### src/rtl/motor_bridge_guard.sv
// H-bridge protection stage: shoot-through blocking, reversal dead-time
// and sticky illegal-command faults for two independent motor channels.

module motor_bridge_chan #(
  parameter int DEAD_CYCLES = 4
) (
  input  logic clk,
  input  logic reset,
  input  logic en,
  input  logic clr_fault,
  input  logic cmd_d,
  input  logic cmd_i,
  output logic drv_d,
  output logic drv_i,
  output logic dead,
  output logic fault
);

  localparam int CW = $clog2(DEAD_CYCLES + 1);
  localparam logic [CW-1:0] DC_V = CW'(DEAD_CYCLES);

  typedef enum logic [1:0] {
    ST_OFF,
    ST_FWD,
    ST_REV
  } st_e;

  typedef enum logic [1:0] {
    DIR_NONE,
    DIR_FWD,
    DIR_REV
  } dir_e;

  st_e           st_q, st_d;
  dir_e          last_q, last_d;
  logic [CW-1:0] cnt_q, cnt_d;
  logic          fault_q, fault_d;

  logic illegal;
  logic cnt_full;

  assign illegal  = cmd_d & cmd_i;
  assign cnt_full = (cnt_q == DC_V);

  always_comb begin
    st_d    = ST_OFF;
    last_d  = last_q;
    cnt_d   = cnt_q;
    fault_d = fault_q;

    if (illegal) begin
      st_d = ST_OFF;
    end else if (!en) begin
      st_d = ST_OFF;
    end else if (cmd_d) begin
      case (st_q)
        ST_FWD:  st_d = ST_FWD;
        ST_OFF:  st_d = (last_q != DIR_REV || cnt_full) ? ST_FWD : ST_OFF;
        default: st_d = ST_OFF;
      endcase
    end else if (cmd_i) begin
      case (st_q)
        ST_REV:  st_d = ST_REV;
        ST_OFF:  st_d = (last_q != DIR_FWD || cnt_full) ? ST_REV : ST_OFF;
        default: st_d = ST_OFF;
      endcase
    end else begin
      st_d = ST_OFF;
    end

    // A new illegal command wins over a simultaneous clear.
    if (illegal) begin
      fault_d = 1'b1;
    end else if (clr_fault) begin
      fault_d = 1'b0;
    end

    if (st_d == ST_FWD) begin
      last_d = DIR_FWD;
    end else if (st_d == ST_REV) begin
      last_d = DIR_REV;
    end

    if (st_d != ST_OFF) begin
      cnt_d = '0;
    end else if (st_q != ST_OFF) begin
      cnt_d = CW'(1);
    end else if (!cnt_full) begin
      cnt_d = cnt_q + CW'(1);
    end
  end

  // Reset preloads the counter so the first start after reset is immediate.
  always_ff @(posedge clk) begin
    if (reset) begin
      st_q    <= ST_OFF;
      last_q  <= DIR_NONE;
      cnt_q   <= DC_V;
      fault_q <= 1'b0;
    end else begin
      st_q    <= st_d;
      last_q  <= last_d;
      cnt_q   <= cnt_d;
      fault_q <= fault_d;
    end
  end

  assign drv_d = (st_q == ST_FWD);
  assign drv_i = (st_q == ST_REV);
  assign fault = fault_q;

  assign dead = (st_q == ST_OFF) && !cnt_full && !illegal &&
                ((cmd_d && last_q == DIR_REV) ||
                 (cmd_i && last_q == DIR_FWD));

endmodule

module motor_bridge_guard #(
  parameter int DEAD_CYCLES = 4
) (
  input  logic clk,
  input  logic reset,
  input  logic en,
  input  logic clr_fault,
  input  logic cmd_a_d,
  input  logic cmd_a_i,
  input  logic cmd_b_d,
  input  logic cmd_b_i,
  output logic motorA_d,
  output logic motorA_i,
  output logic motorB_d,
  output logic motorB_i,
  output logic dead_a,
  output logic dead_b,
  output logic fault_a,
  output logic fault_b
);

  motor_bridge_chan #(
    .DEAD_CYCLES(DEAD_CYCLES)
  ) u_chan_a (
    .clk      (clk),
    .reset    (reset),
    .en       (en),
    .clr_fault(clr_fault),
    .cmd_d    (cmd_a_d),
    .cmd_i    (cmd_a_i),
    .drv_d    (motorA_d),
    .drv_i    (motorA_i),
    .dead     (dead_a),
    .fault    (fault_a)
  );

  motor_bridge_chan #(
    .DEAD_CYCLES(DEAD_CYCLES)
  ) u_chan_b (
    .clk      (clk),
    .reset    (reset),
    .en       (en),
    .clr_fault(clr_fault),
    .cmd_d    (cmd_b_d),
    .cmd_i    (cmd_b_i),
    .drv_d    (motorB_d),
    .drv_i    (motorB_i),
    .dead     (dead_b),
    .fault    (fault_b)
  );

endmodule
### config.mk
export PLATFORM = sky130hd
export DESIGN_NAME = motor_bridge_guard
export DESIGN_NICKNAME = d
export VERILOG_FILES = /design/src/rtl/motor_bridge_guard.sv
export SDC_FILE = /design/constraint.sdc
export NUM_CORES = 1
export LEC_CHECK = 0
export BUFFER_PORTS_ARGS = -buffer_cell sky130_fd_sc_hd__buf_2
export CAP_MARGIN = 20
export CORE_MARGIN = 1
export CORE_UTILIZATION = 35
export DETAILED_ROUTE_END_ITERATION = 16
export HOLD_SLACK_MARGIN = 0.15
export PLACE_DENSITY = 0.58
export SYNTH_ARGS = -nofsm -noshare
export SYNTH_HDL_FRONTEND = slang
export SYNTH_HIERARCHICAL = 1
export SYNTH_SLANG_ARGS = --single-unit
### constraint.sdc
create_clock -name clk -period 2.8 [get_ports clk]
set_clock_uncertainty 0.2 [all_clocks]
set_input_delay 0.56 -clock clk [delete_from_list [all_inputs] [get_ports clk]]
set_output_delay 0.56 -clock clk [all_outputs]
set_load 0.03 [all_outputs]
==> results.md <==
* Signal arrival time at the worst endpoint at 1.36 ns
* Number of nets in the synthesized netlist at 114
* Worst vdd ir at 304 µV
* Logic depth of the worst setup path including buffers at 5
* Library cells used by synthesis at 20
* Number of buffers added to fix hold violations after cts at 0
* Pre-Repair DR Iteration Count at 4
* Global-route total usage across every layer at 13.7%
* Layout cell share with drive strength beyond 1 at 28.7%
* Power per unit of standard cell area at 511 nW/µm²
* Max capacitance violation total at 0
* Crit share post-route at 75.8%
* Number of buffers added on ports at 15
* DRC violations left at 0
* Clk root buf: sky130_fd_sc_hd__clkbuf_4
* Summed negative setup slack over all endpoints at 0 ns
* Slowest stage cell on the critical path: sky130_fd_sc_hd__dfxtp_1
* Clock-pin slew of the registers on the worst-case setup and hold paths at 0.09 ns
* Wirelength per Cell at 11.2 µm
* Largest stage delay, worst path at 0.34 ns
* Post-route insts no fill at 145
* P_leak at 0.000503 µW
* Total number of clock tree sinks at 16
* Sequential share of the synthesized area at 33.9%
* Worst setup startpoint: u_chan_b/cnt_q[0]
* Post-synthesis instance area at 946 µm²
* Hold violation count in the final report at 0
* Normalized max-slew margin at 72.5%
* Final number of setup-violating endpoints at 0
* Starting utilization of the core area at 37.5%
* Routed length on met2 at 751 µm
* Die area at 2910 µm²
* R2R Path End: u_chan_b/cnt_q[1]
* Post-CTS Setup Inserts at 0
* Reg2reg setup slack at 0.79 ns
* Highest metal layer with signal wires: met4
* Crit-path leading delay family: flip-flops
* Mapped Cells at 96
* Placed wire-length estimate at 1.32 mm
* Number of core rows at 18
* Final count of pins violating max slew at 0
* Final core area utilization at 43.4%
* CP required at 2.04 ns
* Total Power at 559 µW
* Vert. Die Dim at 54.0 µm
* Initial antenna violation count at 0
* Outcome: completed
* End of the critical path: dead_b
* Max Fanout on Critical Path at 3
* Number of flip-flops and latches in the synthesized netlist at 16
* Clock tree from TritonCTS: yes
* Most frequent standard cell in the layout excluding fill and tap cells: sky130_fd_sc_hd__dfxtp_1
* Number of clock buffers inserted by TritonCTS at 3
* H-tree level count at 1
* Via count at 716
* Gr ovfl total at 0
* Worst reg2reg path startpoint: u_chan_b/cnt_q[0]
* Sum of routed wire length over all layers at 1.62 mm
* Core area at 2520 µm²
* Chip Width at 54.0 µm
* Instance count after placement with tap cells included at 141
* Vias per Instance at 4.94
* Launching element type of the critical path: flop
* Design area at 1090 µm²
* Clock period minus worst slack at 2.12 ns
* Pin count of the biggest net entering global routing at 15
* Highest-count cells in the layout ignoring fill and taps: sky130_fd_sc_hd__dfxtp_1 (16), sky130_fd_sc_hd__buf_2 (15), sky130_fd_sc_hd__nor2_1 (10), sky130_fd_sc_hd__ha_1 (10), sky130_fd_sc_hd__inv_1 (8)
* Setup repair after global routing missed its margin: no
* Wire length on met1 at 795 µm
* Clock buffer depth at 2
* List of cells traversed by the critical path: inv_1 > ha_1 > nand2_1 > o211a_1 > buf_2
* Total length of routed met3 wires at 56 µm
* Placement Cell Area at 1060 µm²
* Antenna Nets Post-Route at 0
* Crit path buffers/inverters at 2
* Register-to-Register Path Depth at 7
* Via count of the first global-routing pass at 646
* Mean instance size in the synthesized netlist at 9.85 µm²
* Antenna diodes at 0
* Final weighted congestion in routability-driven placement at 0.771
* Top-level I/O count at 16
* First-pass GRT wire length at 2.78 mm
* Skew-Pair Late Insertion Delay at 0.28 ns
* Worst Tran Pin Value at 0.410 ns
* Min-Delay Path Class: reg2reg
* Kind of critical path: reg2out
* Initial DRC Count at 6
* Cts repair resizes at 0
* Number of nets in the finished design at 134
* Synth-to-Final Area Change at 15.7%
* Max Freq at 0.471 GHz
* Endpoint class of the critical path: output pin
* Number of warnings reported in the yosys synthesis log at 6
==> synth_stat cells <==
cell                         n  area share [%]
sky130_fd_sc_hd__nor4_1      2             1.3
sky130_fd_sc_hd__nor2_1     10             4.0
sky130_fd_sc_hd__ha_1       10              13
sky130_fd_sc_hd__and2_4      2             1.9
sky130_fd_sc_hd__nand2_1     4             1.6
sky130_fd_sc_hd__xnor2_1     2             1.9
sky130_fd_sc_hd__nand2b_4    4             5.8
sky130_fd_sc_hd__nor3b_1     4             3.2
sky130_fd_sc_hd__o211a_1     2             2.1
sky130_fd_sc_hd__nor3_1      2             1.1
sky130_fd_sc_hd__nand2b_1    6             4.0
sky130_fd_sc_hd__o2111ai_1   2             1.9
sky130_fd_sc_hd__mux2i_1     4             4.2
sky130_fd_sc_hd__o31ai_2     4             5.3
sky130_fd_sc_hd__nor2b_1     4             2.6
sky130_fd_sc_hd__a21oi_1     4             2.1
sky130_fd_sc_hd__inv_1       8             3.2
sky130_fd_sc_hd__nand3b_1    2             1.6
sky130_fd_sc_hd__and4bb_2    4             5.3
sky130_fd_sc_hd__dfxtp_1    16              34
==> how the worst min path moves through the flow <==
| stage | end | start | cells past startpoint |
|---|---|---|---|
| 2_1_floorplan | u_chan_a/cnt_q[1] | u_chan_a/st_q[0] | 1 |
| 3_3_place_gp | u_chan_a/fault | u_chan_a/fault | 2 |
| 3_5_place_dp | u_chan_b/fault | u_chan_b/fault | 2 |
| 4_1_cts | u_chan_b/fault | u_chan_b/fault | 2 |
| 5_1_grt | u_chan_b/fault | u_chan_b/fault | 2 |
| 6_report | u_chan_b/fault | u_chan_b/fault | 2 |
==> where the power goes <==
group,internal (µW),switching (µW),total [µW]
sequential,246,14.5,261
combinational,72.0,76.3,148
clock,79.2,70.9,150
==> stage by stage <==
stage	setup WS (ns)	hold slack, ns
6_report	0.678	0.270
5_1_grt	0.524	0.301
4_1_cts	0.657	0.279
3_5_place_dp	0.760	0.266
3_3_place_gp	0.822	0.255
2_1_floorplan	0.966	0.289
==> registers in the layout (all words and copies together) (netlist names) <==
signal           cells
u_chan_a/cnt_q       3
u_chan_b/cnt_q       3
u_chan_a/last_q      2
u_chan_a/st_q        2
u_chan_b/last_q      2
u_chan_b/st_q        2
u_chan_a/fault       1
u_chan_b/fault       1
==> kinds of logic after synthesis <==
group	count (synthesis)	share of synthesized area, %
adder cells (fa/ha/maj)	10	13.2
flip-flops	16	33.9
AO/OA/AOI/OAI	12	11.4
AND/OR/NAND/NOR	44	32.3
XOR/XNOR	2	1.85
multiplexers	4	4.23
buffers and inverters	8	3.17
==> layer usage <==
metal	up-vias	global-route usage [%]
li1	371	-
met1	335	16.6
met2	8	21.2
met3	2	5.93
met4	0	5.13
met5	-	0
==> worst min-delay path, stage by stage (launching register included) <==
cell and delay [ns]:
sky130_fd_sc_hd__dfxtp_1 0.31, sky130_fd_sc_hd__nand2b_1 0.06, sky130_fd_sc_hd__a21oi_1 0.05
==> area by class of cell <==
cell class                      instances  area, µm²
Fill cell                             252       1430
Tap cell                               30       37.5
Multi-Input combinational cell         72        596
Clock buffer                            4       36.3
Inverter                                8       30.0
Timing Repair Buffer                   15       75.1
Sequential cell                        16        320
Power figures use the tool's default switching activity.
